===== config.mk =====
export PLATFORM = sky130hd
export DESIGN_NAME = hazard_unit
export DESIGN_NICKNAME = d
export VERILOG_FILES = /design/src/rtl/hazard_unit.sv
export SDC_FILE = /design/constraint.sdc
export NUM_CORES = 1
export LEC_CHECK = 0
export CAP_MARGIN = 30
export CORE_AREA = 2 2 82 84
export CTS_CLUSTER_SIZE = 10
export DETAILED_ROUTE_END_ITERATION = 12
export DIE_AREA = 0 0 84 86
export PLACE_DENSITY = 0.81
export SLEW_MARGIN = 20
export SYNTH_ARGS = -nofsm -noshare
export SYNTH_HDL_FRONTEND = slang
export SYNTH_SLANG_ARGS = --single-unit

===== constraint.sdc =====
create_clock -name clk -period 2.75 [get_ports clk]
set_clock_uncertainty 0.05 [all_clocks]
set_input_delay 0.4125 -clock clk [delete_from_list [all_inputs] [get_ports clk]]
set_output_delay 0.4125 -clock clk [all_outputs]
set_load 0.02 [all_outputs]

===== src/rtl/hazard_unit.sv =====
// hazard_unit: pipeline hazard detection, forwarding select and memory-wait control.
// Stall/flush/forward outputs are combinational. The RUN/WAIT FSM tracks
// outstanding data-memory accesses and raises a sticky timeout flag.
// Optional macro HAZARD_PERF_EN adds three saturating performance counters.
// Without it, the counter ports read as zero.
module hazard_unit #(
    parameter int MEM_TIMEOUT = 255
) (
    input  logic        clk,
    input  logic        rst,
    input  logic [4:0]  Rs1D,
    input  logic [4:0]  Rs2D,
    input  logic [4:0]  Rs1E,
    input  logic [4:0]  Rs2E,
    input  logic [4:0]  RdE,
    input  logic [4:0]  RdM,
    input  logic [4:0]  RdW,
    input  logic [1:0]  ResultSrcE,
    input  logic        RegWriteM,
    input  logic        RegWriteW,
    input  logic        PCSrcE,
    input  logic        dmem_req_M,
    input  logic        dmem_ready,
    output logic        StallF,
    output logic        StallD,
    output logic        StallE,
    output logic        StallM,
    output logic        FlushD,
    output logic        FlushE,
    output logic        FlushW,
    output logic [1:0]  ForwardAE,
    output logic [1:0]  ForwardBE,
    output logic        mem_timeout,
    output logic [31:0] lw_stall_count,
    output logic [31:0] flush_count,
    output logic [31:0] mem_stall_count
);

    typedef enum logic {RUN = 1'b0, WAIT = 1'b1} state_t;

    localparam logic [15:0] TIMEOUT_VAL = 16'(MEM_TIMEOUT);

    state_t      r_state;
    logic [15:0] r_wait_cnt;
    logic        r_mem_timeout;

    logic        w_mem_stall;
    logic        w_lw_stall;
    logic        w_in_wait;
    logic [15:0] w_wait_next;

    assign w_mem_stall = dmem_req_M && !dmem_ready;
    assign w_lw_stall  = (ResultSrcE == 2'b01) && (RdE != 5'd0) &&
                         ((RdE == Rs1D) || (RdE == Rs2D));
    assign w_in_wait   = (r_state == WAIT);
    assign mem_timeout = r_mem_timeout;

    // Forward select per operand: M stage wins over W, x0 is never forwarded.
    always_comb begin
        ForwardAE = 2'b00;
        ForwardBE = 2'b00;
        if (rst) begin
            if (RegWriteM && (RdM != 5'd0) && (RdM == Rs1E))
                ForwardAE = 2'b10;
            else if (RegWriteW && (RdW != 5'd0) && (RdW == Rs1E))
                ForwardAE = 2'b01;
            if (RegWriteM && (RdM != 5'd0) && (RdM == Rs2E))
                ForwardBE = 2'b10;
            else if (RegWriteW && (RdW != 5'd0) && (RdW == Rs2E))
                ForwardBE = 2'b01;
        end
    end

    // Stall/flush decisions; a memory wait freezes the pipe and masks branches and load-use.
    always_comb begin
        StallF = 1'b0;
        StallD = 1'b0;
        StallE = 1'b0;
        StallM = 1'b0;
        FlushD = 1'b0;
        FlushE = 1'b0;
        FlushW = 1'b0;
        if (rst) begin
            if (w_mem_stall) begin
                StallF = 1'b1;
                StallD = 1'b1;
                StallE = 1'b1;
                StallM = 1'b1;
                FlushW = 1'b1;
            end else begin
                FlushD = PCSrcE;
                FlushE = PCSrcE || w_lw_stall;
                StallF = w_lw_stall && !PCSrcE;
                StallD = w_lw_stall && !PCSrcE;
            end
        end
    end

    // Next wait count: clear on entry to WAIT, count up while the wait persists, saturate.
    always_comb begin
        w_wait_next = r_wait_cnt;
        if (!w_in_wait && w_mem_stall)
            w_wait_next = 16'd0;
        else if (w_in_wait && w_mem_stall && (r_wait_cnt != TIMEOUT_VAL))
            w_wait_next = r_wait_cnt + 16'd1;
    end

    // RUN/WAIT FSM, wait counter and sticky timeout flag.
    always_ff @(posedge clk or negedge rst) begin
        if (!rst) begin
            r_state       <= RUN;
            r_wait_cnt    <= 16'd0;
            r_mem_timeout <= 1'b0;
        end else begin
            case (r_state)
                RUN:     if (w_mem_stall)  r_state <= WAIT;
                WAIT:    if (!w_mem_stall) r_state <= RUN;
                default: r_state <= RUN;
            endcase
            r_wait_cnt <= w_wait_next;
            if (w_in_wait && w_mem_stall && (w_wait_next == TIMEOUT_VAL))
                r_mem_timeout <= 1'b1;
        end
    end

`ifdef HAZARD_PERF_EN
    logic [31:0] r_lw_cnt;
    logic [31:0] r_flush_cnt;
    logic [31:0] r_mem_cnt;

    // Saturating event counters: load-use stalls, decode flushes, memory-wait cycles.
    always_ff @(posedge clk or negedge rst) begin
        if (!rst) begin
            r_lw_cnt    <= 32'd0;
            r_flush_cnt <= 32'd0;
            r_mem_cnt   <= 32'd0;
        end else begin
            if (!w_mem_stall && w_lw_stall && !PCSrcE && (r_lw_cnt != 32'hFFFF_FFFF))
                r_lw_cnt <= r_lw_cnt + 32'd1;
            if (!w_mem_stall && PCSrcE && (r_flush_cnt != 32'hFFFF_FFFF))
                r_flush_cnt <= r_flush_cnt + 32'd1;
            if (w_mem_stall && (r_mem_cnt != 32'hFFFF_FFFF))
                r_mem_cnt <= r_mem_cnt + 32'd1;
        end
    end

    assign lw_stall_count  = r_lw_cnt;
    assign flush_count     = r_flush_cnt;
    assign mem_stall_count = r_mem_cnt;
`else
    assign lw_stall_count  = 32'd0;
    assign flush_count     = 32'd0;
    assign mem_stall_count = 32'd0;
`endif

endmodule


### Word-level counts from Yosys, hierarchy flattened

Cells that the tools add are included.
Widths: inputs -> output; s select.

| word-level totals | value |
|---|---|
| output and inout bits | 108 |
| input port bits | 44 |
| word-level logic and storage cells | 51 |
| register bits after elaboration | 18 |

| operators by class | value |
|---|---|
| equal/unequal tests | 9 |
| add/sub/neg operators | 1 |
| muxes and demuxes | 16 |
| reductions and logical operators | 22 |

Operators with widths:

| operator | number |
|---|---|
| $mux 16 | 2 |
| $eq 5x5->1 | 6 |
| $add 16x1->16 const B | 1 |
| $eq 16x8->1 const B | 1 |
| $ne 16x8->1 const B | 1 |
| $reduce_bool 5->1 | 3 |
| $logic_and 1x1->1 | 14 |
| $mux 1 | 10 |
| $mux 2 | 4 |
| $logic_not 1->1 | 3 |
| $eq 2x1->1 const B | 1 |
| $logic_or 1x1->1 | 2 |

### Longest topological paths before layout

Gate-level depths: netlist of the first run.

| logic depth | value |
|---|---|
| depth after elaboration | 8 |
| depth in mapped cells | 7 |

### Least setup slack after synthesis of the first run

OpenSTA, ideal clock, no wires.

| timing path | value |
|---|---|
| kind | input port to output port |
| from | input port RdM[1] |
| to | output port ForwardAE[0] |
| slack | 358 ps |
| buffers on the path | 0 |
| arrival time | 1930 ps |
| required time | 2288 ps |
| stages on the path | 4 |
| cell sequence | or4_1 -> o21ai_0 -> nor4_1 -> nor4_1 |

| on the way | value |
|---|---|
| word-level cells in the longest chain between the ends | 5 |
| elaborated cells between the ends (all ways) | 6 |

Ends and longest elaborated chain:

| element | RTL line | source |
|---|---|---|
| from (decl) | 16 | `input logic [4:0] RdM,` |
| $reduce_bool 5->1 | 63 | `if (RegWriteM && (RdM != 5'd0) && (RdM == Rs1E))` |
| $logic_and 1x1->1 | 63 |  |
| $logic_and 1x1->1 (*) | 63 |  |
| $mux 2 (*) | 63 |  |
| $mux 2 (*) | 62 | `if (rst) begin` |
| to (decl) | 31 | `output logic [1:0] ForwardAE,` |

Mark *: on every way between the ends. The rest lies on a longest branch, timed or not.

### Worst setup path in the final report of the first run

Ends and elaborated chain as after synthesis.

==> results of run 1 <==
how the worst max path moves through the flow:
| stage | cells after the start | slack [ns] | to |
|---|---|---|---|
| floorplan | 4 | 0.36 | ForwardAE[0] |
| detailed placement | 6 | -0.43 | ForwardBE[0] |
| global placement | 6 | -0.31 | ForwardAE[0] |
| CTS | 9 | 0.02 | FlushE |
| global route | 9 | 0.002 | FlushE |
| finish | 6 | 0.04 | ForwardAE[0] |
cell families after synthesis:
group,after synthesis,synth area share
mux,1,0.00436
compound gates,19,0.0577
xor+xnor,45,0.171
flops,18,0.196
other cells,1,0.00163
fa+ha+maj,1,0.00544
simple gates,88,0.225
buf+inv,106,0.339
worst max-delay path, stage by stage:
cell and delay, ns:
clkdlybuf4s50_1 0.42, or4_1 0.54, o21ai_2 0.18, nor4_2 0.08, nor4_2 0.32, clkdlybuf4s15_2 0.31
registers in the layout, summed over array words and instances, names as in the netlist:
signal	flops
mem_timeout	1
r_state	1
r_wait_cnt	16
per-layer routing:
| metal | vias to the layer above | routed length [µm] | track usage |
|---|---|---|---|
| met3 | 8 | 427 | 0.0192 |
| met1 | 833 | 1770 | 0.134 |
| met4 | 0 | 97 | 0.0645 |
| met2 | 115 | 2460 | 0.233 |
| li1 | 889 | - | - |
| met5 | - | 0 | 0 |
cell type report:
class                      count  area [µm²]  share of cell area
multi-input combinational    250        1450               0.529
timing repair buffer          75         679               0.248
sequential                    18         450               0.165
tap                           77        96.3              0.0352
clock buffer                   4        55.1              0.0201
inverter                       2        7.51             0.00274
through the flow:
stage               cell area (µm²)  utilization
floorplan                      2660            -
detailed placement             2680        0.427
finish                         2740        0.436
global placement               2680        0.427
CTS                            2750        0.438
global route                   2740        0.436
layout by cell type, fill, tap and decap left out, drive strengths merged, types with 4 or more instances in the layout:
cell type | synthesis | routed
conb | 1 | 96
nor2 | 20 | 20
o21ai | 4 | 4
nand4 | 5 | 5
or4 | 8 | 8
buf | 101 | 21
xnor2 | 23 | 23
nor3 | 9 | 9
clkbuf | 3 | 7
nor4 | 11 | 11
nand2 | 9 | 9
xor2 | 22 | 22
clkdlybuf4s50 | 0 | 48
nand3 | 8 | 8
and2 | 5 | 5
dfrtp | 18 | 18
report_power, final:
part | internal (mW) | switching (mW)
sequential | 0.268 | 0.00560
clock | 0.127 | 0.0951
combinational | 0.110 | 0.193
total | 0.506 | 0.294
timing repair:
| action | in CTS | in global routing |
|---|---|---|
| setup endpoints to repair | 7 | 3 |
| resized for setup | 20 | 5 |
| pin swaps | 1 | 0 |
==> impl_metrics.toml, run 1 <==
[outcome]
status = "complete, no violations"

[floorplan]
die_h_um = 86
boundaryPins = 152
initial_core_util = 0.366
die_w_um = 84
coreArea_um2 = 6280
dieArea_um2 = 7220
rows = 29

[min_path]
hold_path_class = "flip-flop to flip-flop"
whs_path_depth = 1
hold_start = "mem_timeout"
holdPathEnd = "mem_timeout"

[logic_synthesis]
synthCells = 279
yosysTopAreaCell = "buf_4"
synth_area_um2 = 2300
ys_types = 45
synth_edf_count = 0
yosys_most_used_dff = "dfrtp_1"
seq_area_frac_synth = 0.196
async_reset_ff_frac = 1.00
synthTopCellsByArea = "buf_4, dfrtp_1, xnor2_1, xor2_1, nor2_1"
synth_area_per_cell_um2 = 8.24
ys_ff_latch = 18
synth_commonest_cells = "buf_4, xnor2_1, xor2_1"
yosysMostFrequentCell = "buf_4"
synth_top_area_frac = 0.323
yosysWarningCount = 0

[sta]
rsz0062_at_grt = "no"
period_share = 0.986
fin_ws_ns = 0.0385
max-slew-margin-rel = 0.666
setup_viol = 0
hold_viol_final = 0
fmax_mhz = 369
fin_crit_ns = 2.71
slew_violations = 0
hold-worst-slack_ns = 0.460
tightest_slew_ns = 0.497
fin_setup_tns_ns = 0

[placement]
place_inst = 422
port_buffers = 55
dp_slack_ns = -0.433
place_congestion = 0.859
post-dp-hpwl_um = 4100

[global_routing]
antenna_found_initial = 0
grt_remaining_overflow = 0
grt_util_all_layers = 0.124
grt_max_degree = 25
grt_pass1_wl_um = 7410
grt_pass1_vias = 1748

[routing]
route.detailed.drc = 0
drtIter0Drc = 60
wire_per_inst_um = 11.2
viasPerCell = 4.33
dr.pass1.iters = 4
vias = 1845
wirelength_um = 4760
antenna_left = 0

[setup_path]
reg2reg_slack_ns = 0.16
cp_max_fo = 2
reg2reg_depth = 7
r2r_end = "mem_timeout"
crit_type = "primary input to output port"
cp-startpoint = "RdM[1]"
arrival_ns = 2.25
crit_path_end_kind = "output port"
cp_data_required_time_ns = 2.29
r2r_start = "r_wait_cnt[0]"
cp-start-kind = "primary input"

[clock_tree]
clkSinkCount = 18
clk-insertion-delay-late_ns = 0.26
clk_path_buf_depth = 2
cts_buffers = 3
ctsHtreeMaxLevel = 1
root_buffer = "clkbuf_8"
clk_pin_slew_worst_paths_ns = 0.07
cts_setup_buffers = 0
ctsHoldBuffers = 0
cts_tree = "yes"

[run]
drv_cap = 0

[layout]
num_antenna_cells = 0
fill_cells = 630
syn_to_final_growth_pct = 19.1
nNetsFinal = 395
drive_above_1_share = 0.117
instances_no_fill = 426

[power]
peakVddDrop_mv = 0.186
leakage_nw = 1.25
p_per_area_nw_per_um2 = 292
p_total_mw = 0.800
(Power assumes the default switching activity.)
==> run 2, diff against run 1 <==
Settings changed: CAP_MARGIN 30 to 10, REMOVE_ABC_BUFFERS set to 1.
==> run 2 against run 1 <==
  * Critical path depth stayed put
  * Non-clock buffer count down 6
  * Utilization shrank 1.0 points
  * Power shrank 1.8%
  * Highest routed layer unchanged
  * Sequential share of layout area is 0.39 points higher
  * Die area did not move
  * Worst setup slack better by 0.072 ns
  * Sequential power about the same
  * Routed wire length decreased by 3.4%
  * Via count is 0.27% lower
  * Clock-buffer cell count did not move
==> impl_metrics.toml, run 2 (synthesis gave the netlist of run 1 again) <==
[layout]
layout_commonest_cell = "conb_1"
fill_cells = 616
num_antenna_cells = 0
largest_register_ffs = 16
layout_common_cells = "conb_1, clkdlybuf4s50_1, xnor2_1"
nNetsFinal = 389
post-route-util = 0.426
syn_to_final_growth_pct = 16.3
drive_above_1_share = 0.0962
regMostFlops = "r_wait_cnt"

[setup_path]
cpMaxStageDelayCell = "or4_1"
path_cells = "clkdlybuf4s50_1, buf_4, xor2_1, or4_1, nor4_2, buf_2"
slowest_delay_ns = 0.53
arrival_ns = 2.18
cp-start-kind = "primary input"
critical-path-top-delay-family = "simple AND/OR/NAND/NOR gates"
cp_max_fo = 2
crit_type = "primary input to output port"
cp_data_required_time_ns = 2.29
reg2reg_slack_ns = 0.22
crit_path_end_kind = "output port"
crit_buf_inv = 3

[power]
p_sw_frac = 0.364
comb_power_share = 0.374
p_int_mw = 0.500
switchingPower_mw = 0.286
seqPwrFrac = 0.348
clock_power_share = 0.278
p_per_area_nw_per_um2 = 294
peakVddDrop_mv = 0.153
leakage_nw = 1.22

[clock_tree]
ctsHtreeMaxLevel = 1
clk_path_buf_depth = 2
clk_pin_slew_worst_paths_ns = 0.06
clkSinkCount = 18
cts_buffers = 3
cts_setup_buffers = 0
clk-insertion-delay-late_ns = 0.26
root_buffer = "clkbuf_8"
cts_tree = "yes"

[routing]
viasPerCell = 4.38
drtIter0Drc = 47
dr.pass1.iters = 4
vias = 1840
wirelength_um = 4600
route.detailed.drc = 0
antenna_left = 0
wire_per_inst_um = 10.9

[sta]
period_share = 0.960
setup_viol = 0
hold_viol_final = 0
hold-worst-slack_ns = 0.439
fin_setup_tns_ns = 0
slew_violations = 0
fin_crit_ns = 2.64
rsz0062_at_grt = "no"
fmax_mhz = 379

[global_routing]
top_usage_layer = "met2"
grt_max_degree = 25
grt_util_all_layers = 0.127
antenna_found_initial = 0
grtUsageMet2 = 0.246
grt_pass1_vias = 1716
grt_remaining_overflow = 0
met3_usage = 0.0308
grt_pass1_wl_um = 7530
met1_usage = 0.136

[placement]
place_congestion = 0.908
port_buffers = 55
post-dp-hpwl_um = 3940

[outcome]
status = "complete, no violations"

[floorplan]
rows = 29
dieArea_um2 = 7220
die_w_um = 84
initial_core_util = 0.366
die_h_um = 86
coreArea_um2 = 6280
boundaryPins = 152

[run]
drv_cap = 0

[min_path]
hold_path_class = "flip-flop to flip-flop"
run 2: power groups by stage:
| stage | sequential (mW) | clock, mW | combinational [mW] |
|---|---|---|---|
| 2_1_floorplan | 0.277 | 0 | 0.175 |
| 3_3_place_gp | 0.278 | 0 | 0.289 |
| 3_5_place_dp | 0.279 | 0 | 0.293 |
| 4_1_cts | 0.273 | 0.223 | 0.292 |
| 5_1_grt | 0.274 | 0.234 | 0.316 |
| 6_report | 0.274 | 0.218 | 0.293 |
run 2: final timing paths:
kind                          startpoint              to  cells after the start
max reg2reg                r_wait_cnt[0]     mem_timeout                      7
min reg2reg                  mem_timeout     mem_timeout                      1
min                          mem_timeout     mem_timeout                      1
max in group asynchronous            rst   r_wait_cnt[3]                      2
min in group asynchronous            rst  r_wait_cnt[14]                      2
max                               RdW[4]    ForwardAE[0]                      6
run 2: timing repair:
item / 4_1_cts / 5_1_grt
hold buffers: 0 / 0
gates cloned: 0 / 0
resized for setup: 14 / 10
endpoints found under the setup margin: 7 / 5
pin swaps: 0 / 2
run 2: worst register-to-register path, cell delays in order (launching register included):
cell	delay, ns
dfrtp_1	0.47
ha_1	0.26
nand3_1	0.23
or2_2	0.41
or4_1	0.50
o21ai_0	0.17
nor4_2	0.10
a41o_1	0.22
run 2: metrics by stage:
stage / cells / power (mW) / worst slack [ns] / cell area, µm²
2_1_floorplan: 270 / 0.452 / 0.358 / 1880
3_3_place_gp: 416 / 0.567 / -0.362 / 2640
3_5_place_dp: 416 / 0.571 / -0.426 / 2640
4_1_cts: 420 / 0.788 / 0.00421 / 2690
5_1_grt: 420 / 0.825 / 0.0184 / 2670
6_report: 420 / 0.786 / 0.111 / 2670
run 2: final cells by class:
class / count / area (µm²) / share of cell area
Inverter: 2 / 7.51 / 0.00281
Timing Repair Buffer: 69 / 628 / 0.235
Sequential cell: 18 / 450 / 0.168
Clock buffer: 4 / 55.1 / 0.0206
Multi-Input combinational cell: 250 / 1440 / 0.537
Tap cell: 77 / 96.3 / 0.0360
run 2: layer usage:
layer	part of all wire	vias up
met2	0.52	115
met4	0.017	0
met3	0.088	8
met5	0	-
met1	0.37	836
li1	-	881
==> run 3, diff against run 2 <==
Settings changed: CORE_AREA 2 2 82 84 to 2 2 85 87, DIE_AREA 0 0 84 86 to 0 0 87 89, PLACE_DENSITY 0.81 to 0.76.
==> run 3 against run 2 <==
  * Power grew 1.3%
  * Critical path depth rose by 1
  * Via count up 2.4%
  * Critical path type unchanged
  * Clock-buffer cell count did not move
  * Sequential share of layout area down 0.31 points
  * Fmax fell by 3.3%
  * Register-to-register slack gained 0.03 ns
==> impl_metrics.toml, run 3 (synthesis gave the netlist of run 1 again) <==
[outcome]
status = "complete, no violations"

[layout]
nNetsFinal = 394
layout_common_cells = "conb_1, clkdlybuf4s50_1, xnor2_1"
drive_above_1_share = 0.112
regMostFlops = "r_wait_cnt"
largest_register_ffs = 16
regArea_um2 = 450
layout_commonest_cell = "conb_1"
final_area_um2 = 2720
num_antenna_cells = 0
syn_to_final_growth_pct = 18.5
fill_cells = 652
multi_input_area_um2 = 1450

[sta]
max-slew-margin-rel = 0.666
fmax_mhz = 366
hold-worst-slack_ns = 0.425
tightest_slew_ns = 0.498
hold_viol_final = 0
fin_crit_ns = 2.73
period_share = 0.993
slew_violations = 0
setup_viol = 0

[power]
leakage_nw = 1.24
p_per_area_nw_per_um2 = 292
peakVddDrop_mv = 0.116

[setup_path]
slowest_delay_ns = 0.45
reg2reg_depth = 6
cp-start-kind = "primary input"
crit_path_end_kind = "output port"
r2r_start = "r_wait_cnt[12]"
cp_data_required_time_ns = 2.29
crit_type = "primary input to output port"
cpMaxStageDelayCell = "clkdlybuf4s50_1"
crit_buf_inv = 3
reg2reg_slack_ns = 0.25
path_cells = "clkdlybuf4s50_1, buf_4, xnor2_1, nand3_1, nor4_1, and2_1, dlygate4sd2_1"
arrival_ns = 2.27
cp_max_fo = 2
r2r_end = "mem_timeout"
critical-path-top-delay-family = "buffers and inverters"

[floorplan]
die_h_um = 89
rows = 30
boundaryPins = 152
dieArea_um2 = 7740
coreArea_um2 = 6720
die_w_um = 87
initial_core_util = 0.342

[clock_tree]
root_buffer = "clkbuf_8"
clk_pin_slew_worst_paths_ns = 0.07
clk_path_buf_depth = 2
cts_tree = "yes"
cts_setup_buffers = 0
clkSinkCount = 18
clk-insertion-delay-late_ns = 0.26
ctsHtreeMaxLevel = 1
cts_buffers = 3
ctsHoldBuffers = 0

[routing]
route.detailed.drc = 0
dr.pass1.iters = 4
vias = 1885
antenna_left = 0
wire_per_inst_um = 10.9
wirelength_um = 4650
drtIter0Drc = 86
viasPerCell = 4.40

[placement]
port_buffers = 55
place_congestion = 0.872
post-dp-hpwl_um = 3820
placed_area_um2 = 2680

[min_path]
holdPathEnd = "mem_timeout"
whs_path_depth = 1
hold_path_class = "flip-flop to flip-flop"
hold_start = "mem_timeout"

[global_routing]
antenna_found_initial = 0
grt_max_degree = 25
grt_util_all_layers = 0.116
grt_pass1_wl_um = 7140
grt_pass1_vias = 1657
grt_remaining_overflow = 0

[run]
drv_cap = 0
[run 3: worst reg2reg max path, cell delays in order (launching register included)]
cell and delay [ns]:
dfrtp_1 0.48, or4_4 0.60, nor4_4 0.47, nand4b_1 0.21, xor2_1 0.19, nor4b_2 0.25, a41o_1 0.20
[run 3: how the worst max path moves through the flow]
| stage | from | end | slack [ns] | cells after the start |
|---|---|---|---|---|
| 2_1_floorplan | RdM[1] | ForwardAE[0] | 0.36 | 4 |
| 3_3_place_gp | RdM[1] | ForwardBE[0] | -0.40 | 6 |
| 3_5_place_dp | RdM[1] | ForwardBE[0] | -0.46 | 6 |
| 4_1_cts | RdM[1] | ForwardBE[0] | -0.03 | 6 |
| 5_1_grt | RdM[4] | ForwardAE[1] | -0.07 | 7 |
| 6_report | Rs1E[4] | ForwardAE[1] | 0.02 | 7 |
[run 3: timing repair]
item | in CTS | in global routing
gates resized for setup | 16 | 9
endpoints found under the setup margin | 7 | 5
pin swaps | 0 | 1
[run 3: metal layers]
metal	part of all wire	global-route usage	routed length [µm]	vias up
met2	0.50	0.207	2340	124
met5	0	0	0	-
met3	0.10	0.0314	466	7
met1	0.38	0.134	1780	859
li1	-	-	-	895
met4	0.014	0.0384	63	0
[run 3: report_power, final]
part	switching (mW)	internal, mW	total [mW]
Sequential	0.00535	0.268	0.273
Combinational	0.192	0.109	0.301
Clock	0.0937	0.127	0.221
[run 3: final cells by class]
class                   instances  area share
well taps                      80      0.0367
inverters                       2     0.00276
clock buffers                   4      0.0202
multi-input cells             250       0.531
flip-flops and latches         18       0.165
repair buffers                 74       0.244
[run 3: through the flow]
stage | util | setup WS, ns | total power, mW | cells | TNS (ns)
global placement | 0.399 | -0.397 | 0.572 | 424 | -1.36
CTS | 0.406 | -0.0282 | 0.799 | 428 | -0.0282
detailed placement | 0.399 | -0.464 | 0.576 | 424 | -1.67
finish | 0.405 | 0.0194 | 0.795 | 428 | 0
floorplan | - | 0.358 | 0.452 | 270 | 0
global route | 0.405 | -0.0737 | 0.843 | 428 | -0.0845
